## config.mk

```make
export PLATFORM = sky130hd
export DESIGN_NAME = mem_port_arbiter_flat
export DESIGN_NICKNAME = d
export VERILOG_FILES = /design/src/rtl/mem_port_arbiter_if.sv /design/src/rtl/mem_port_arbiter.sv /design/src/flat_wrapper.sv
export SDC_FILE = /design/constraint.sdc
export NUM_CORES = 1
export LEC_CHECK = 0
export ABC_AREA = 1
export ABC_CLOCK_PERIOD_IN_PS = 3900
export CORE_AREA = 4 4 191 193
export CTS_BUF_LIST = sky130_fd_sc_hd__clkbuf_16
export CTS_CLUSTER_SIZE = 16
export DETAILED_ROUTE_END_ITERATION = 10
export DIE_AREA = 0 0 195 197
export PLACE_DENSITY = 0.59
export SLEW_MARGIN = 20
export SYNTH_ARGS = -nofsm -noshare
export SYNTH_HDL_FRONTEND = slang
export SYNTH_SLANG_ARGS = --single-unit
```

## constraint.sdc

```tcl
create_clock -name clock -period 3.9 [get_ports clock]
set_input_delay 0.39 -clock clock [delete_from_list [all_inputs] [get_ports clock]]
set_output_delay 0.39 -clock clock [all_outputs]
set_load 0.03 [all_outputs]
```

## src/rtl/mem_port_arbiter_if.sv

```systemverilog
// mem_port_arbiter_if: fetch, load/store and memory-port signals shared by the arbiter.
interface mem_port_arbiter_if;
   logic        if_req;
   logic [63:0] if_addr;
   logic        if_flush;
   logic        if_valid;
   logic [31:0] if_inst;
   logic        if_stall;
   logic [1:0]  d_load_type;
   logic [1:0]  d_store_type;
   logic [63:0] d_addr;
   logic [63:0] d_wdata;
   logic        d_valid;
   logic [63:0] d_rdata;
   logic        d_err;
   logic        d_stall;
   logic        m_req;
   logic        m_we;
   logic [1:0]  m_size;
   logic [63:0] m_addr;
   logic [63:0] m_wdata;
   logic        m_gnt;
   logic        m_rvalid;
   logic [63:0] m_rdata;
   modport slave (
      input  if_req, if_addr, if_flush, d_load_type, d_store_type, d_addr, d_wdata,
      input  m_gnt, m_rvalid, m_rdata,
      output if_valid, if_inst, if_stall, d_valid, d_rdata, d_err, d_stall,
      output m_req, m_we, m_size, m_addr, m_wdata
   );
   modport master (
      output if_req, if_addr, if_flush, d_load_type, d_store_type, d_addr, d_wdata,
      output m_gnt, m_rvalid, m_rdata,
      input  if_valid, if_inst, if_stall, d_valid, d_rdata, d_err, d_stall,
      input  m_req, m_we, m_size, m_addr, m_wdata
   );
endinterface

```

## src/rtl/mem_port_arbiter.sv

```systemverilog
// mem_port_arbiter: shares one memory port between fetch and load/store, one transaction at a time.
module mem_port_arbiter #(
   parameter int STARVE_LIMIT = 4
) (
   input logic clock,
   input logic reset_n,
   mem_port_arbiter_if.slave bus
);
   localparam int CW = $clog2(STARVE_LIMIT + 1);
   localparam logic [CW-1:0] LIM = CW'(STARVE_LIMIT);
   typedef enum logic [1:0] {IDLE, REQ, WAIT, MISAL} state_t;
   state_t state, state_n;
   logic own_d, own_d_n, drop, drop_n, req, req_n, we, we_n;
   logic [1:0] size, size_n, d_size;
   logic [63:0] addr, addr_n, wdata, wdata_n;
   logic [CW-1:0] starve, starve_n;
   logic d_req, st, misal, sel_d, sel_f, rsp;
   // a store wins over a simultaneous load
   assign st = |bus.d_store_type;
   assign d_req = st || |bus.d_load_type;
   assign d_size = st ? bus.d_store_type : bus.d_load_type;
   assign misal = (d_size == 2'd2 && |bus.d_addr[1:0]) || (d_size == 2'd3 && |bus.d_addr[2:0]);
   assign sel_d = d_req && (starve < LIM || !bus.if_req);
   assign sel_f = !sel_d && bus.if_req;
   assign rsp = state == WAIT && bus.m_rvalid;
   assign bus.d_valid = (rsp && own_d) || state == MISAL;
   assign bus.d_err = state == MISAL;
   assign bus.d_rdata = state == MISAL ? '0 : bus.m_rdata;
   // a flush in the response cycle itself still kills the stale fetch
   assign bus.if_valid = rsp && !own_d && !drop && !bus.if_flush;
   assign bus.if_inst = bus.m_rdata[31:0];
   assign bus.if_stall = bus.if_req && !bus.if_valid;
   assign bus.d_stall = d_req && !bus.d_valid;
   assign bus.m_req = req;
   assign bus.m_we = we;
   assign bus.m_size = size;
   assign bus.m_addr = addr;
   assign bus.m_wdata = wdata;
   always_comb begin
      state_n = state;
      own_d_n = own_d;
      drop_n = drop;
      req_n = req;
      we_n = we;
      size_n = size;
      addr_n = addr;
      wdata_n = wdata;
      starve_n = starve;
      case (state)
         IDLE: begin
            drop_n = 1'b0;
            starve_n = (sel_d && bus.if_req) ? (starve == LIM ? starve : starve + 1'b1)
                     : (sel_f || !bus.if_req) ? '0 : starve;
            if (sel_d || sel_f) begin
               own_d_n = sel_d;
               state_n = (sel_d && misal) ? MISAL : REQ;
               req_n = !(sel_d && misal);
               we_n = sel_d && st;
               size_n = sel_d ? d_size : 2'd2;
               addr_n = sel_d ? bus.d_addr : bus.if_addr;
               wdata_n = (sel_d && st) ? bus.d_wdata : '0;
            end
         end
         REQ: begin
            drop_n = drop || (!own_d && bus.if_flush);
            state_n = bus.m_gnt ? WAIT : REQ;
            req_n = !bus.m_gnt;
         end
         WAIT: begin
            drop_n = (drop || (!own_d && bus.if_flush)) && !bus.m_rvalid;
            state_n = bus.m_rvalid ? IDLE : WAIT;
         end
         default: state_n = IDLE;
      endcase
   end
   always_ff @(posedge clock or negedge reset_n) begin
      if (!reset_n) begin
         state <= IDLE;
         own_d <= 1'b0;
         drop <= 1'b0;
         req <= 1'b0;
         we <= 1'b0;
         size <= '0;
         addr <= '0;
         wdata <= '0;
         starve <= '0;
      end else begin
         state <= state_n;
         own_d <= own_d_n;
         drop <= drop_n;
         req <= req_n;
         we <= we_n;
         size <= size_n;
         addr <= addr_n;
         wdata <= wdata_n;
         starve <= starve_n;
      end
   end
endmodule

```

## src/flat_wrapper.sv

```systemverilog
// flat-port wrapper written by rule: the top's interface ports become plain ports
module mem_port_arbiter_flat 
#(
   parameter int STARVE_LIMIT = 4
)
  (clock, reset_n, bus_if_req, bus_if_addr, bus_if_flush, bus_d_load_type, bus_d_store_type, bus_d_addr, bus_d_wdata, bus_m_gnt, bus_m_rvalid, bus_m_rdata, bus_if_valid, bus_if_inst, bus_if_stall, bus_d_valid, bus_d_rdata, bus_d_err, bus_d_stall, bus_m_req, bus_m_we, bus_m_size, bus_m_addr, bus_m_wdata);
  mem_port_arbiter_if bus_i ();
  input logic clock;
  input logic reset_n;
  input wire logic [$bits(bus_i.if_req)-1:0] bus_if_req;
  input wire logic [$bits(bus_i.if_addr)-1:0] bus_if_addr;
  input wire logic [$bits(bus_i.if_flush)-1:0] bus_if_flush;
  input wire logic [$bits(bus_i.d_load_type)-1:0] bus_d_load_type;
  input wire logic [$bits(bus_i.d_store_type)-1:0] bus_d_store_type;
  input wire logic [$bits(bus_i.d_addr)-1:0] bus_d_addr;
  input wire logic [$bits(bus_i.d_wdata)-1:0] bus_d_wdata;
  input wire logic [$bits(bus_i.m_gnt)-1:0] bus_m_gnt;
  input wire logic [$bits(bus_i.m_rvalid)-1:0] bus_m_rvalid;
  input wire logic [$bits(bus_i.m_rdata)-1:0] bus_m_rdata;
  output wire logic [$bits(bus_i.if_valid)-1:0] bus_if_valid;
  output wire logic [$bits(bus_i.if_inst)-1:0] bus_if_inst;
  output wire logic [$bits(bus_i.if_stall)-1:0] bus_if_stall;
  output wire logic [$bits(bus_i.d_valid)-1:0] bus_d_valid;
  output wire logic [$bits(bus_i.d_rdata)-1:0] bus_d_rdata;
  output wire logic [$bits(bus_i.d_err)-1:0] bus_d_err;
  output wire logic [$bits(bus_i.d_stall)-1:0] bus_d_stall;
  output wire logic [$bits(bus_i.m_req)-1:0] bus_m_req;
  output wire logic [$bits(bus_i.m_we)-1:0] bus_m_we;
  output wire logic [$bits(bus_i.m_size)-1:0] bus_m_size;
  output wire logic [$bits(bus_i.m_addr)-1:0] bus_m_addr;
  output wire logic [$bits(bus_i.m_wdata)-1:0] bus_m_wdata;
  assign bus_i.if_req = bus_if_req;
  assign bus_i.if_addr = bus_if_addr;
  assign bus_i.if_flush = bus_if_flush;
  assign bus_i.d_load_type = bus_d_load_type;
  assign bus_i.d_store_type = bus_d_store_type;
  assign bus_i.d_addr = bus_d_addr;
  assign bus_i.d_wdata = bus_d_wdata;
  assign bus_i.m_gnt = bus_m_gnt;
  assign bus_i.m_rvalid = bus_m_rvalid;
  assign bus_i.m_rdata = bus_m_rdata;
  assign bus_if_valid = bus_i.if_valid;
  assign bus_if_inst = bus_i.if_inst;
  assign bus_if_stall = bus_i.if_stall;
  assign bus_d_valid = bus_i.d_valid;
  assign bus_d_rdata = bus_i.d_rdata;
  assign bus_d_err = bus_i.d_err;
  assign bus_d_stall = bus_i.d_stall;
  assign bus_m_req = bus_i.m_req;
  assign bus_m_we = bus_i.m_we;
  assign bus_m_size = bus_i.m_size;
  assign bus_m_addr = bus_i.m_addr;
  assign bus_m_wdata = bus_i.m_wdata;
  mem_port_arbiter #(.STARVE_LIMIT(STARVE_LIMIT)) u_core (.clock(clock), .reset_n(reset_n), .bus(bus_i));
endmodule
```

Yosys cells after proc, flatten, opt, wreduce, memory -nomap -nowiden
Index checks and enable logic that the tools add are counted.
{"block": "totals", "output_inout_bits": 233, "register_bits": 139, "input_bits": 266, "wordCells": 79}
{"block": "op_classes", "n_reduce_logical": 44, "n_eq_ne": 8, "n_lt_le_gt_ge": 1, "addsub": 1, "n_mux": 16}
{"op": "64-bit two-way mux", "n": 3}
{"op": "1-bit logical AND", "n": 16}
{"op": "2-bit two-way mux", "n": 6}
{"op": "1-bit zero test", "n": 10}
{"op": "3-bit two-way mux", "n": 3}
{"op": "2-bit == test (second input constant)", "n": 4}
{"op": "1-bit logical OR", "n": 7}
{"op": "2-bit one-hot mux with 3 select lines", "n": 1}
{"op": "2-bit OR reduction", "n": 3}
{"op": "2-bit AND reduction", "n": 2}
{"op": "2-bit nonzero test", "n": 2}
{"op": "3-bit by 1-bit adder with 3-bit output (second input constant)", "n": 1}
{"op": "3-bit == test (second input constant)", "n": 1}
{"op": "3-bit less-than comparator (second input constant)", "n": 1}
{"op": "1-bit one-hot mux with 3 select lines", "n": 1}
{"op": "3-bit AND reduction", "n": 1}
{"op": "3-bit nonzero test", "n": 1}
{"op": "3-bit OR reduction", "n": 1}
{"op": "2-bit by 1-bit == test with 1-bit output (second input constant)", "n": 1}
{"op": "2-bit zero test", "n": 1}
{"op": "2-bit by 1-bit inequality test with 1-bit output (second input constant)", "n": 1}
{"op": "2-bit inequality test (second input constant)", "n": 1}
{"op": "1-bit one-hot mux with 2 select lines", "n": 1}
{"op": "1-bit two-way mux", "n": 1}

Longest topological paths before layout
{"block": "logic_depth", "ltp_word": 9, "ltp_mapped": 9, "ltp_nobuf": 9}

Worst setup path after synthesis
OpenSTA, ideal clock, no wires.
{"block": "synth_path", "path_kind": "register to output", "startpoint": "register u_core.state[0]", "endpoint": "output bus_if_stall", "arrival_time_ns": 2.068, "required_time_ns": 3.510, "path_stages_with_launch": 6, "slack_ns": 1.442, "n_path_buf": 0, "path_cell_list": "dfrtp_1 inv_1 ha_1 nand2_1 nor4_1 nor2_1"}
{"block": "synth_between", "elab_chain_cells": 7}
{"element": "start, declared", "line": "mem_port_arbiter.sv:12", "source": "state_t state, state_n;"}
{"element": "start signal, assigned", "line": "mem_port_arbiter.sv:88", "source": "state <= state_n;"}
{"element": "2-bit == test", "line": "mem_port_arbiter.sv:25", "source": "assign rsp = state == WAIT && bus.m_rvalid;"}
{"element": "1-bit logical AND", "line": "mem_port_arbiter.sv:25"}
{"element": "1-bit logical AND (3 in series)", "line": "mem_port_arbiter.sv:30", "source": "assign bus.if_valid = rsp && !own_d && !drop && !bus.if_flush;"}
{"element": "net bus_if_valid", "line": "flat_wrapper.sv:20", "source": "output wire logic [$bits(bus_i.if_valid)-1:0] bus_if_valid;"}
{"element": "1-bit zero test", "line": "mem_port_arbiter.sv:32", "source": "assign bus.if_stall = bus.if_req && !bus.if_valid;"}
{"element": "1-bit logical AND", "line": "mem_port_arbiter.sv:32"}
{"element": "end, declared", "line": "flat_wrapper.sv:22", "source": "output wire logic [$bits(bus_i.if_stall)-1:0] bus_if_stall;"}
The timed path passes the listed nets, and every way through them passes these cells.

Final worst setup path
{"block": "layout_path", "startpoint": "register u_core.state[0]", "endpoint": "output bus_d_rdata[31]"}
{"block": "layout_between", "elab_chain_cells": 2}
{"element": "2-bit == test", "line": "mem_port_arbiter.sv:28", "source": "assign bus.d_rdata = state == MISAL ? '0 : bus.m_rdata;"}
{"element": "64-bit two-way mux", "line": "mem_port_arbiter.sv:28"}
{"element": "end, declared", "line": "flat_wrapper.sv:24", "source": "output wire logic [$bits(bus_i.d_rdata)-1:0] bus_d_rdata;"}
Every way passes these cells.

==> results.yml <==
yosys:
  synth-seq-cells: 139
  syn_nets: 1154
  synth_cell_types: 22
  synth_cells: 881
  seq_area_frac_synth_pct: 51.0
  avgSynthCellArea_um2: 7.74
  synth_warnings: 0
  syn_area_um2: 6820
power_and_ir_drop:
  combPwrFrac_pct: 58.2
  p_leak_nw: 5.79
  powerDensity_nw_per_um2: 795
  ir_worst_vdd_mv: 0.375
  switching_power_mw: 4.59
  seq_power_share_pct: 25.4
  p_clk_share_pct: 16.5
  p_total_mw: 9.98
  p_sw_share_pct: 46.0
  p_int_mw: 5.39
cells_and_area:
  n_fill_cell: 3581
  layout-drive-gt1-share_pct: 3.60
  final_util_pct: 36.4
  area_growth_pct: 84.3
  fin_nets: 1596
  antenna_cells: 0
  layout_common_cells: "clkdlybuf4s50_1 (497), nand2_1 (210), nor2_1 (140), dfrtp_1 (139), a21oi_1 (130)"
  final_cells: 1789
  final_common_cell: "clkdlybuf4s50_1"
place:
  dpl.hpwl_um: 21900
  gp_congestion: 0.836
  numPortBuffers: 498
  dp.cells: 1759
critical_path:
  end_kind: "output port"
  cp_max_fo: 41
  worst_setup_path_start_kind: "flip-flop"
  path_class: "flip-flop to output port"
  required_ns: 3.51
  arrival_ns: 2.81
clock_network:
  cts_tree: "built"
  postCtsSetupRepairBufs: 0
  post_cts_resized: 0
  cts.clk_slew.worst_paths_ns: 0.06
  clock_sinks: 139
  clk_latency_ns: 0.43
  cts_buffer_depth: 2
  cts_buffers: 17
  cts_root_buf: "clkbuf_16"
  holdBufCountCts: 0
  htree_levels: 4
floorplan:
  core_area_um2: 34500
  rows: 68
  ios: 499
  die_y_um: 197
  die-area_um2: 38400
  die_width_um: 195
  start_util_pct: 19.7
sta:
  period_needed_ns: 3.20
  setup_tns_ns: 0
  timing.slew.headroom_pct: 37.4
  fmax_mhz: 313
  hold_viol_final: 0
  timing.final.crit_share_pct: 82.0
  skew_ns: 0.00869
  finalMaxSlewViolations: 0
  holdWs_ns: 0.0198
  worst_pin_slew_ns: 0.938
  rsz0062_at_grt: "no"
  setup_viol: 0
route:
  drt_iter0_drc: 298
  routedWlPerCell_um: 16.5
  dr.pass1.iters: 5
  drc_errors: 0
  vias_per_cell: 4.15
  vias: 7423
  wl_um: 29500
  ant_nets: 0
job:
  max_cap_violations: 0
grt:
  gr-usage-all-layers_pct: 14.8
  grt_start_max_net_pins: 133
  overflow: 0
  grt_pass1_vias: 7597
  antenna_found_initial: 0
  grt_pass1_wl_um: 44700
status:
  status: "complete, no violations"
worst_hold_path:
  hold_class: "input pin to asynchronous set/reset pin"
==> layer usage <==
metal | up-vias | track usage (%) | part of all wire [%]
met5 | - | 0 | 0
met4 | 0 | 4.89 | 1.8
met3 | 28 | 6.24 | 10
met2 | 369 | 23.9 | 47
met1 | 3414 | 17.9 | 41
li1 | 3612 | - | -
==> worst paths after layout <==
kind                            slack (ns)                              start  cells past startpoint                                  to
worst max-delay path                  0.70        u_core.state[0]$_DFFE_PN0P_                      4                     bus_d_rdata[31]
worst min-delay path                  0.02                            reset_n                      1   u_core.bus.m_addr[21]$_DFFE_PN0P_
worst max register to register        1.42        u_core.state[0]$_DFFE_PN0P_                      7  u_core.bus.m_wdata[28]$_DFFE_PN0P_
worst min register to register        0.47  u_core.bus.m_wdata[6]$_DFFE_PN0P_                      2   u_core.bus.m_wdata[6]$_DFFE_PN0P_
max in group asynchronous             2.98                            reset_n                      2   u_core.bus.m_addr[37]$_DFFE_PN0P_
min in group clock                    0.47  u_core.bus.m_wdata[6]$_DFFE_PN0P_                      2   u_core.bus.m_wdata[6]$_DFFE_PN0P_
==> metrics by stage <==
stage	worst slack (ns)	cell area (µm²)
6_report	0.704	12600
5_1_grt	0.498	12600
4_1_cts	0.645	12600
3_5_place_dp	1.14	12000
3_3_place_gp	1.22	12000
2_1_floorplan	1.44	6820
==> synthesized netlist by cell type, drive strengths merged <==
cell | number | share of area, %
a21boi | 1 | 0.11
a21oi | 130 | 9.5
a22o | 2 | 0.26
and2 | 1 | 0.092
buf | 78 | 7.1
clkbuf | 10 | 0.55
dfrtp | 139 | 51
ha | 7 | 1.3
inv | 79 | 4.3
nand2 | 212 | 12
nand3 | 70 | 5.1
nor2 | 141 | 7.8
nor3 | 1 | 0.073
nor4 | 1 | 0.092
o211ai | 1 | 0.11
o21ai | 5 | 0.53
o21bai | 2 | 0.22
o22ai | 1 | 0.092
==> sequential cells by signal, summed over array words and instances, names as in the netlist <==
register / count
u_core.bus.m_size: 2
u_core.bus.m_req: 1
u_core.starve: 3
u_core.bus.m_wdata: 64
u_core.own_d: 1
u_core.bus.m_we: 1
u_core.drop: 1
u_core.state: 2
u_core.bus.m_addr: 64
==> cell type report <==
cell class | instances | area [µm²] | area share (%)
sequential | 139 | 3480 | 27.7
clock inverter | 13 | 153 | 1.21
timing repair buffer | 511 | 5110 | 40.7
tap | 455 | 569 | 4.53
multi-input combinational | 575 | 2540 | 20.2
inverter | 79 | 297 | 2.36
clock buffer | 17 | 425 | 3.39
==> worst max-delay path: stages (launching register included) <==
cell	delay [ns]
dfrtp_1	0.42
ha_2	0.74
buf_4	0.44
nor2_1	0.10
clkdlybuf4s50_1	0.61
==> power groups by stage <==
stage	Clock (mW)	Sequential (mW)	Combinational, mW
2_1_floorplan	0	3.79	2.05
3_3_place_gp	0	2.53	5.84
3_5_place_dp	0	2.55	5.87
4_1_cts	1.72	2.54	5.89
5_1_grt	1.78	2.62	6.25
6_report	1.65	2.53	5.81
==> kinds of logic after synthesis <==
logic type	synth area share, %
and+or+nand+nor	24.8
buffers and inverters	12.0
AOI/OAI and AO/OA	10.9
DFF	51.0
adders and majority gates	1.28
Power figures use the tool's default switching activity.
